File: src/rtl/v60_muldiv_pkg.sv
// Shared definitions for the multiply/divide sequencer: operation codes,
// FSM state encodings and the ALU opcodes it drives into the execute-stage ALU.
package v60_muldiv_pkg;

    // Request operation codes as carried on req_op.
    typedef enum logic [1:0] {
        OP_MULU = 2'd0,
        OP_MUL  = 2'd1,
        OP_DIVU = 2'd2,
        OP_DIV  = 2'd3
    } md_op_e;

    // Sequencer states, kept as plain constants for compatibility with older tools.
    localparam logic [2:0] ST_IDLE  = 3'd0;
    localparam logic [2:0] ST_NEGA  = 3'd1;
    localparam logic [2:0] ST_NEGB  = 3'd2;
    localparam logic [2:0] ST_ITER  = 3'd3;
    localparam logic [2:0] ST_POST1 = 3'd4;
    localparam logic [2:0] ST_POST2 = 3'd5;
    localparam logic [2:0] ST_DONE  = 3'd6;

    // ALU opcodes; the ALU decodes the same values, so they live only here.
    localparam logic [3:0] ALU_ADD  = 4'd0;
    localparam logic [3:0] ALU_SUB  = 4'd1;
    localparam logic [3:0] ALU_NOT  = 4'd5;
    localparam logic [3:0] ALU_NEG  = 4'd13;
    localparam logic [3:0] ALU_PASS = 4'd14;

    function automatic logic is_mul_op(input md_op_e op);
        return (op == OP_MULU) || (op == OP_MUL);
    endfunction

    function automatic logic is_signed_op(input md_op_e op);
        return (op == OP_MUL) || (op == OP_DIV);
    endfunction

endpackage

File: src/rtl/v60_muldiv_seq_if.sv
// Request/response handshake and shared-ALU drive bundle for the sequencer.
// The slave modport is the sequencer; the master modport is the execute stage.
interface v60_muldiv_seq_if #(
    parameter int DATA_W = 32
);
    import v60_muldiv_pkg::*;

    logic              req_valid;
    logic              req_ready;
    md_op_e            req_op;
    logic [DATA_W-1:0] req_a;
    logic [DATA_W-1:0] req_b;

    logic              resp_valid;
    logic              resp_ready;
    logic [DATA_W-1:0] resp_hi;
    logic [DATA_W-1:0] resp_lo;
    logic              resp_z;
    logic              resp_s;
    logic              resp_v;
    logic              resp_dz;

    logic              alu_own;
    logic [DATA_W-1:0] alu_a;
    logic [DATA_W-1:0] alu_b;
    logic [3:0]        alu_op;
    logic [DATA_W-1:0] alu_result;
    logic              alu_c;

    modport slave (
        input  req_valid, req_op, req_a, req_b, resp_ready, alu_result, alu_c,
        output req_ready, resp_valid, resp_hi, resp_lo, resp_z, resp_s, resp_v,
               resp_dz, alu_own, alu_a, alu_b, alu_op
    );

    modport master (
        output req_valid, req_op, req_a, req_b, resp_ready, alu_result, alu_c,
        input  req_ready, resp_valid, resp_hi, resp_lo, resp_z, resp_s, resp_v,
               resp_dz, alu_own, alu_a, alu_b, alu_op
    );

endinterface

File: src/rtl/v60_muldiv_seq.sv
// Iterative MUL/MULU/DIV/DIVU sequencer. It borrows the execute-stage ALU for
// one add, subtract or negate per cycle: signed operands are reduced to
// magnitudes, 32 shift-add or restoring-divide steps run, and signed results
// are negated back before being held on the response port.
module v60_muldiv_seq
    import v60_muldiv_pkg::*;
#(
    parameter int DATA_W = 32,      // must equal the ALU width; only 32 is supported
    parameter int ITER   = DATA_W   // one quotient/product bit per iteration
) (
    input  logic            clk,
    input  logic            rst,
    v60_muldiv_seq_if.slave bus
);

    localparam int CNT_W = $clog2(ITER);

    logic [2:0]        state;
    md_op_e            op_q;
    logic [DATA_W-1:0] a_q;         // multiplicand / dividend, magnitude after NEGA
    logic [DATA_W-1:0] b_q;         // multiplier / divisor, magnitude after NEGB
    logic [DATA_W-1:0] hi;          // product high half / partial remainder
    logic [DATA_W-1:0] lo;          // product low half + multiplier / quotient + dividend
    logic [CNT_W-1:0]  cnt;
    logic              sign_q;      // result (product/quotient) must be negated
    logic              sign_r;      // remainder must be negated
    logic              lo_zero;     // low product half was zero, so the carry reaches hi
    logic              dz_q;
    logic              ovf_q;       // the one signed-divide overflow case

    logic              resp_valid_q;
    logic [DATA_W-1:0] resp_hi_q;
    logic [DATA_W-1:0] resp_lo_q;
    logic              resp_z_q;
    logic              resp_s_q;
    logic              resp_v_q;
    logic              resp_dz_q;

    logic [DATA_W-1:0] alu_a;
    logic [DATA_W-1:0] alu_b;
    logic [3:0]        alu_op;

    logic              op_mul;
    logic              op_signed;
    logic              mul_carry;
    logic              div_take;
    logic              res_v;
    logic [DATA_W-1:0] div_shift;

    assign op_mul    = is_mul_op(op_q);
    assign op_signed = is_signed_op(op_q);
    // Carry out only counts when the ALU actually added the multiplicand.
    assign mul_carry = lo[0] & bus.alu_c;
    // Remainder shifted left by one with the next dividend bit brought in.
    assign div_shift = {hi[DATA_W-2:0], lo[DATA_W-1]};
    // Subtract succeeds when the shifted-out remainder bit was set or no borrow.
    assign div_take  = hi[DATA_W-1] | ~bus.alu_c;

    // Overflow flag for the finished result, chosen by operation.
    always_comb begin
        // NOTE: every always_comb output gets a default first so no path infers a latch.
        res_v = 1'b0;
        case (op_q)
            OP_MULU: res_v = (hi != '0);
            OP_MUL:  res_v = (hi != {DATA_W{lo[DATA_W-1]}});
            OP_DIV:  res_v = ovf_q;
            default: res_v = 1'b0;
        endcase
    end

    // ALU operand/opcode drive; idle drive is zero operands with PASS.
    always_comb begin
        alu_a  = '0;
        alu_b  = '0;
        alu_op = ALU_PASS;
        case (state)
            ST_NEGA: begin
                alu_a  = a_q;
                alu_op = a_q[DATA_W-1] ? ALU_NEG : ALU_PASS;
            end
            ST_NEGB: begin
                alu_a  = b_q;
                alu_op = b_q[DATA_W-1] ? ALU_NEG : ALU_PASS;
            end
            ST_ITER: begin
                if (op_mul) begin
                    alu_a  = hi;
                    alu_b  = a_q;
                    alu_op = lo[0] ? ALU_ADD : ALU_PASS;
                end else begin
                    alu_a  = div_shift;
                    alu_b  = b_q;
                    alu_op = ALU_SUB;
                end
            end
            ST_POST1: begin
                alu_a  = lo;
                alu_op = sign_q ? ALU_NEG : ALU_PASS;
            end
            ST_POST2: begin
                alu_a = hi;
                if (op_mul)
                    alu_op = sign_q ? (lo_zero ? ALU_NEG : ALU_NOT) : ALU_PASS;
                else
                    alu_op = sign_r ? ALU_NEG : ALU_PASS;
            end
            default: ;
        endcase
    end

    // Sequencer FSM with operand/result datapath and the registered response.
    always_ff @(posedge clk or posedge rst) begin
        if (rst) begin
            state        <= ST_IDLE;
            op_q         <= OP_MULU;
            a_q          <= '0;
            b_q          <= '0;
            hi           <= '0;
            lo           <= '0;
            cnt          <= '0;
            sign_q       <= 1'b0;
            sign_r       <= 1'b0;
            lo_zero      <= 1'b0;
            dz_q         <= 1'b0;
            ovf_q        <= 1'b0;
            resp_valid_q <= 1'b0;
            resp_hi_q    <= '0;
            resp_lo_q    <= '0;
            resp_z_q     <= 1'b0;
            resp_s_q     <= 1'b0;
            resp_v_q     <= 1'b0;
            resp_dz_q    <= 1'b0;
        end else begin
            // NOTE: sequential state uses non-blocking assignments so every
            // register sees the pre-edge values of the others.
            case (state)
                ST_IDLE: begin
                    if (bus.req_valid) begin
                        op_q   <= bus.req_op;
                        a_q    <= bus.req_a;
                        b_q    <= bus.req_b;
                        hi     <= '0;
                        lo     <= is_mul_op(bus.req_op) ? bus.req_b : bus.req_a;
                        cnt    <= '0;
                        sign_q <= bus.req_a[DATA_W-1] ^ bus.req_b[DATA_W-1];
                        sign_r <= bus.req_a[DATA_W-1];
                        ovf_q  <= (bus.req_op == OP_DIV) &&
                                  (bus.req_a == {1'b1, {(DATA_W-1){1'b0}}}) &&
                                  (bus.req_b == '1);
                        dz_q   <= !is_mul_op(bus.req_op) && (bus.req_b == '0);
                        if (!is_mul_op(bus.req_op) && (bus.req_b == '0)) begin
                            lo    <= '0;
                            state <= ST_DONE;
                        end else if (is_signed_op(bus.req_op)) begin
                            state <= ST_NEGA;
                        end else begin
                            state <= ST_ITER;
                        end
                    end
                end
                ST_NEGA: begin
                    a_q   <= bus.alu_result;
                    state <= ST_NEGB;
                end
                ST_NEGB: begin
                    b_q   <= bus.alu_result;
                    lo    <= op_mul ? bus.alu_result : a_q;
                    state <= ST_ITER;
                end
                ST_ITER: begin
                    if (op_mul) begin
                        hi <= {mul_carry, bus.alu_result[DATA_W-1:1]};
                        lo <= {bus.alu_result[0], lo[DATA_W-1:1]};
                    end else if (div_take) begin
                        hi <= bus.alu_result;
                        lo <= {lo[DATA_W-2:0], 1'b1};
                    end else begin
                        hi <= div_shift;
                        lo <= {lo[DATA_W-2:0], 1'b0};
                    end
                    cnt <= cnt + 1'b1;
                    if (cnt == CNT_W'(ITER - 1))
                        state <= op_signed ? ST_POST1 : ST_DONE;
                end
                ST_POST1: begin
                    lo      <= bus.alu_result;
                    lo_zero <= (lo == '0);
                    state   <= ST_POST2;
                end
                ST_POST2: begin
                    hi    <= bus.alu_result;
                    state <= ST_DONE;
                end
                ST_DONE: begin
                    if (!resp_valid_q) begin
                        resp_valid_q <= 1'b1;
                        resp_hi_q    <= hi;
                        resp_lo_q    <= lo;
                        resp_z_q     <= op_mul ? ({hi, lo} == '0) : (lo == '0);
                        resp_s_q     <= op_mul ? hi[DATA_W-1] : lo[DATA_W-1];
                        resp_v_q     <= res_v;
                        resp_dz_q    <= dz_q;
                    end else if (bus.resp_ready) begin
                        resp_valid_q <= 1'b0;
                        state        <= ST_IDLE;
                    end
                end
                default: state <= ST_IDLE;
            endcase
        end
    end

    assign bus.req_ready  = (state == ST_IDLE);
    assign bus.resp_valid = resp_valid_q;
    assign bus.resp_hi    = resp_hi_q;
    assign bus.resp_lo    = resp_lo_q;
    assign bus.resp_z     = resp_z_q;
    assign bus.resp_s     = resp_s_q;
    assign bus.resp_v     = resp_v_q;
    assign bus.resp_dz    = resp_dz_q;
    assign bus.alu_own    = (state == ST_NEGA) || (state == ST_NEGB) || (state == ST_ITER) ||
                            (state == ST_POST1) || (state == ST_POST2);
    assign bus.alu_a      = alu_a;
    assign bus.alu_b      = alu_b;
    assign bus.alu_op     = alu_op;

endmodule

File: src/flat_wrapper.sv
// flat-port wrapper written by rule: the top's interface ports become plain ports
module v60_muldiv_seq_flat import v60_muldiv_pkg::*;
#(
    parameter int DATA_W = 32,                                                       
    parameter int ITER   = DATA_W                                            
)
  (clk, rst, bus_req_valid, bus_req_op, bus_req_a, bus_req_b, bus_resp_ready, bus_alu_result, bus_alu_c, bus_req_ready, bus_resp_valid, bus_resp_hi, bus_resp_lo, bus_resp_z, bus_resp_s, bus_resp_v, bus_resp_dz, bus_alu_own, bus_alu_a, bus_alu_b, bus_alu_op);
  v60_muldiv_seq_if #(.DATA_W(DATA_W)) bus_i ();
  input  logic clk;
  input  logic rst;
  input wire logic [$bits(bus_i.req_valid)-1:0] bus_req_valid;
  input wire logic [$bits(bus_i.req_op)-1:0] bus_req_op;
  input wire logic [$bits(bus_i.req_a)-1:0] bus_req_a;
  input wire logic [$bits(bus_i.req_b)-1:0] bus_req_b;
  input wire logic [$bits(bus_i.resp_ready)-1:0] bus_resp_ready;
  input wire logic [$bits(bus_i.alu_result)-1:0] bus_alu_result;
  input wire logic [$bits(bus_i.alu_c)-1:0] bus_alu_c;
  output wire logic [$bits(bus_i.req_ready)-1:0] bus_req_ready;
  output wire logic [$bits(bus_i.resp_valid)-1:0] bus_resp_valid;
  output wire logic [$bits(bus_i.resp_hi)-1:0] bus_resp_hi;
  output wire logic [$bits(bus_i.resp_lo)-1:0] bus_resp_lo;
  output wire logic [$bits(bus_i.resp_z)-1:0] bus_resp_z;
  output wire logic [$bits(bus_i.resp_s)-1:0] bus_resp_s;
  output wire logic [$bits(bus_i.resp_v)-1:0] bus_resp_v;
  output wire logic [$bits(bus_i.resp_dz)-1:0] bus_resp_dz;
  output wire logic [$bits(bus_i.alu_own)-1:0] bus_alu_own;
  output wire logic [$bits(bus_i.alu_a)-1:0] bus_alu_a;
  output wire logic [$bits(bus_i.alu_b)-1:0] bus_alu_b;
  output wire logic [$bits(bus_i.alu_op)-1:0] bus_alu_op;
  assign bus_i.req_valid = bus_req_valid;
  assign bus_i.req_op = bus_req_op;
  assign bus_i.req_a = bus_req_a;
  assign bus_i.req_b = bus_req_b;
  assign bus_i.resp_ready = bus_resp_ready;
  assign bus_i.alu_result = bus_alu_result;
  assign bus_i.alu_c = bus_alu_c;
  assign bus_req_ready = bus_i.req_ready;
  assign bus_resp_valid = bus_i.resp_valid;
  assign bus_resp_hi = bus_i.resp_hi;
  assign bus_resp_lo = bus_i.resp_lo;
  assign bus_resp_z = bus_i.resp_z;
  assign bus_resp_s = bus_i.resp_s;
  assign bus_resp_v = bus_i.resp_v;
  assign bus_resp_dz = bus_i.resp_dz;
  assign bus_alu_own = bus_i.alu_own;
  assign bus_alu_a = bus_i.alu_a;
  assign bus_alu_b = bus_i.alu_b;
  assign bus_alu_op = bus_i.alu_op;
  v60_muldiv_seq #(.DATA_W(DATA_W), .ITER(ITER)) u_core (.clk(clk), .rst(rst), .bus(bus_i));
endmodule
File: config.mk
export PLATFORM = sky130hd
export DESIGN_NAME = v60_muldiv_seq_flat
export DESIGN_NICKNAME = d
export VERILOG_FILES = /design/src/rtl/v60_muldiv_pkg.sv /design/src/rtl/v60_muldiv_seq_if.sv /design/src/rtl/v60_muldiv_seq.sv /design/src/flat_wrapper.sv
export SDC_FILE = /design/constraint.sdc
export NUM_CORES = 1
export LEC_CHECK = 0
export CAP_MARGIN = 20
export CORE_MARGIN = 5
export CORE_UTILIZATION = 50
export CTS_BUF_LIST = sky130_fd_sc_hd__clkbuf_16
export CTS_CLUSTER_SIZE = 16
export DETAILED_ROUTE_END_ITERATION = 8
export GPL_TIMING_DRIVEN = 1
export HOLD_SLACK_MARGIN = 0.05
export PLACE_DENSITY = 0.79
export SYNTH_ARGS = -nofsm -noshare
export SYNTH_HDL_FRONTEND = slang
export SYNTH_SLANG_ARGS = --single-unit
File: constraint.sdc
create_clock -name clk -period 8.8 [get_ports clk]
set_clock_uncertainty 0.15 [all_clocks]
set_input_delay 1.76 -clock clk [delete_from_list [all_inputs] [get_ports clk]]
set_output_delay 1.76 -clock clk [all_outputs]
set_load 0.02 [all_outputs]
==> summary.log <==
[setup_path] data arrival time of the critical path 4.63 ns
[global_route] Total GRT Usage 32.75%
[timing] final critical-path required period 6.543 ns
[floorplanning] core area 0.02576 mm²
[place] area after detailed placement 0.01542 mm²
[pwr] peak supply drop 236.7 µV
[global_route] overflow left after global routing 0
[global_route] wire length of the first global-routing pass 75440 µm
[timing] Final Hold Viols 0
[place] IO Port Bufs 241
[status] result of the run finished, final reports clean
[floorplanning] die width 171.0 µm
[job] count of max-cap constraint violations 0
[place] placed wire-length estimate after detailed placement 32040 µm
[setup_path] Register-to-Register Path Depth 7
[route] Vias/cell 6.778
[logic_synthesis] fraction of the yosys area taken by sequential cells 40.94%
[timing] transition time at the pin with the least slew margin 1.184 ns
[global_route] met2 usage 48.74%
[setup_path] CP Buf/Inv Count 5
[logic_synthesis] Synth warnings 0
[layout] layout cells sized above 1 11.03%
[pwr] total design power 0.006717 W
[clock_tree] clock insertion delay at the later pin of the skew report 0.53 ns
[clock_tree] clock tree root buffer cell clkbuf_16
[route] antenna-violating nets left 0
[global_route] largest net degree at the start of global routing 109
[setup_path] type of element capturing the critical path output pin
[timing] final slew viol count 0
[logic_synthesis] post-synth cell types 59
[floorplanning] io pins 242
[worst_hold_path] worst min-delay path class flop to flop
[clock_tree] clock tree from TritonCTS done
[clock_tree] buffers inserted during post-CTS setup optimization 0
[logic_synthesis] most numerous cell types in the synthesized netlist dfrtp_1, nand2_1, mux2i_1
[clock_tree] count of H-tree levels built during CTS 1
[logic_synthesis] number of synthesized register bits 212
[logic_synthesis] number of enable flip-flop cells after synthesis 0
[clock_tree] quantity of gates resized following cts 0
[pwr] leakage dissipation 6.420 nW
[logic_synthesis] asr flop ratio synth 100.0%
[route] DR iter-0 viols 1848
[setup_path] reg2reg start u_core.state[0]$_DFFE_PP0P_
[logic_synthesis] synthesized netlist cell count 1393
[pwr] power density normalized to cell area 415.7 mW/mm²
[setup_path] Worst EP required 6.89 ns
[route] First-pass DRT Iterations 7
[timing] unrepaired setup endpoints after global routing no
[setup_path] cell class contributing the biggest share of worst-path delay buffers and inverters
[timing] Final Cycle Share 74.36%
[logic_synthesis] Post-Synthesis Net Count 1500
[logic_synthesis] Post-Synthesis Mean Instance Area 9.303 µm²
[setup_path] Worst setup SP type flop
[setup_path] worst-path maximum fanout 51
[logic_synthesis] dominant synthesized flop cell dfrtp_1
[clock_tree] clock buffer depth 3
[logic_synthesis] cell taking the most area after synthesis dfrtp_1
[timing] number of failing setup endpoints in the final timing report 0
[setup_path] start point of the critical path u_core.state[0]$_DFFE_PP0P_
[clock_tree] number of buffers inserted during clock tree synthesis 23
[timing] worst slew margin relative to its limit 20.89%
[timing] maximum clock frequency 0.1528 GHz
[logic_synthesis] fraction of post-synthesis cell area in the top cell type by area 40.94%
[setup_path] Crit Path Category flop to output pin
[layout] final standard cell area without fillers 0.01616 mm²
[floorplanning] row cnt 59
[layout] post-route core utilization 62.72%
[worst_hold_path] count of cells along the worst hold path 2
[timing] summed negative setup slack over all endpoints 0 ns
[floorplanning] effective utilization at floorplan 50.30%
[logic_synthesis] cell types occupying the most area after synthesis dfrtp_1, mux2i_1, mux2_2
[floorplanning] die area 0.02924 mm²
[place] placer congestion estimate 0.9573
[floorplanning] die height 171.0 µm
[global_route] vias in the first global route 12590
[setup_path] CP most frequent cell buf_4
[setup_path] critical-path cell with the highest stage delay dfrtp_1
[timing] worst hold margin 0.3368 ns
[route] per-cell routed wire length 25.73 µm
[layout] Syn-to-layout area delta 24.70%
[route] Post-Route WL 49240 µm
[global_route] grt peak-use layer met2
[worst_hold_path] worst hold path startpoint u_core.dz_q$_DFFE_PP0P_
[logic_synthesis] most frequently used cell type in the post-synthesis netlist dfrtp_1
[logic_synthesis] Post-Syn Area 0.01296 mm²
[setup_path] cells along the critical path buf_4 -> inv_2 -> nor3_4 -> buf_4 -> buf_4 -> a221oi_1 -> a21oi_1 -> clkdlybuf4s50_1
[global_route] met3 Resource Use GR 7.671%
[global_route] GRT met1 Usage 45.79%
[layout] Final #Nets 1670
[route] number of DRC violations after detailed routing 0
[layout] fill cell total of the finished layout 2138
[clock_tree] clock transition time at the flip-flop clock pins of the worst setup and hold paths 0.06 ns
[route] via total after detailed routing 12970
[setup_path] Crit. path cell count 8
[setup_path] CP max stage delay 0.94 ns
[clock_tree] # hold bufs at CTS 0
[global_route] initial antenna violation count 1
[clock_tree] Clock Sink Count 212
[routing by layer]
metal	wire length, µm	up-vias	part of all wire (%)
li1	-	5490	-
met1	19310	6309	39
met2	21820	969	44
met3	5692	205	12
met4	2417	0	4.9
met5	0	-	0
[worst register-to-register path, stage by stage (launching register included)]
cell      delay, ns
dfrtp_1        0.73
buf_4          0.44
nor3b_4        0.26
buf_4          0.65
and2_0         1.02
buf_4          0.48
a221oi_1       0.16
a21oi_1        0.24
[sequential cells by signal, summed over array words and instances, names as in the netlist, 2 cells and up]
name and flops:
u_core.state 3, u_core.bus.resp_lo 32, u_core.lo 32, u_core.op_q 2, u_core.a_q 32, u_core.hi 32, u_core.bus.resp_hi 32, u_core.b_q 32
u_core.cnt 5
[power breakdown]
group	total (W)	internal [W]	switching [W]
Clock	0.000943	0.000529	0.000414
Combinational	0.00366	0.00156	0.00209
Sequential	0.00212	0.00144	0.000677
Total	0.00672	0.00353	0.00318
[path summary, 6_finish.rpt]
kind	end	slack (ns)
setup / recovery	bus_alu_a[11]	2.26
hold / removal	u_core.dz_q$_DFFE_PP0P_	0.34
setup reg to reg	u_core.lo[13]$_DFFE_PP0P_	4.60
hold reg to reg	u_core.dz_q$_DFFE_PP0P_	0.34
max in group asynchronous	u_core.bus.resp_lo[29]$_DFFE_PP0P_	5.52
min in group asynchronous	u_core.bus.resp_lo[13]$_DFFE_PP0P_	1.65
[logic make-up (layout without fill, tap and decap cells)]
group           Yosys count  after routing  share of synthesized area, %
mux                     260            260                         21.07
other cells               0              1                             0
fa+ha+maj                 4              4                        0.3862
compound gates          389            389                         18.74
simple gates            402            402                         14.06
flops                   212            212                         40.94
buf+inv                 124            309                         4.673
xor+xnor                  2              2                        0.1352
[final cells by class]
type | instances | area (µm²) | share of cell area [%]
antenna | 1 | 2.502 | 0.01549
clock buffer | 23 | 575.6 | 3.562
clock inverter | 17 | 121.4 | 0.7511
inverter | 5 | 26.28 | 0.1626
multi-input combinational | 1057 | 7102 | 43.95
sequential | 212 | 5309 | 32.85
tap | 335 | 419.2 | 2.594
timing repair buffer | 264 | 2604 | 16.11
[cell usage in the layout (no fill, tap or decap), types with 7 or more instances in the layout]
cell type	synthesis	layout
nand3_1	7	7
mux2i_1	160	160
o21ai_0	112	112
a21oi_1	102	102
nand2_1	165	165
nor3_1	8	8
clkbuf_16	0	23
dfrtp_1	212	211
nor2_1	135	135
buf_4	6	21
clkdlybuf4s50_1	0	240
a22oi_1	61	61
clkinv_1	0	7
mux2_2	99	99
a221oi_1	63	63
nand4_1	18	18
o21ai_1	27	27
nor4_1	30	30
[per-stage QoR]
stage / std cells / worst slack, ns
3_3_place_gp: 1871 / 3.031
6_report: 1914 / 2.257
4_1_cts: 1911 / 2.449
3_5_place_dp: 1871 / 3.001
2_1_floorplan: 1393 / 1.096
5_1_grt: 1914 / 2.188
No activity file was read; power rests on OpenSTA's default activity.
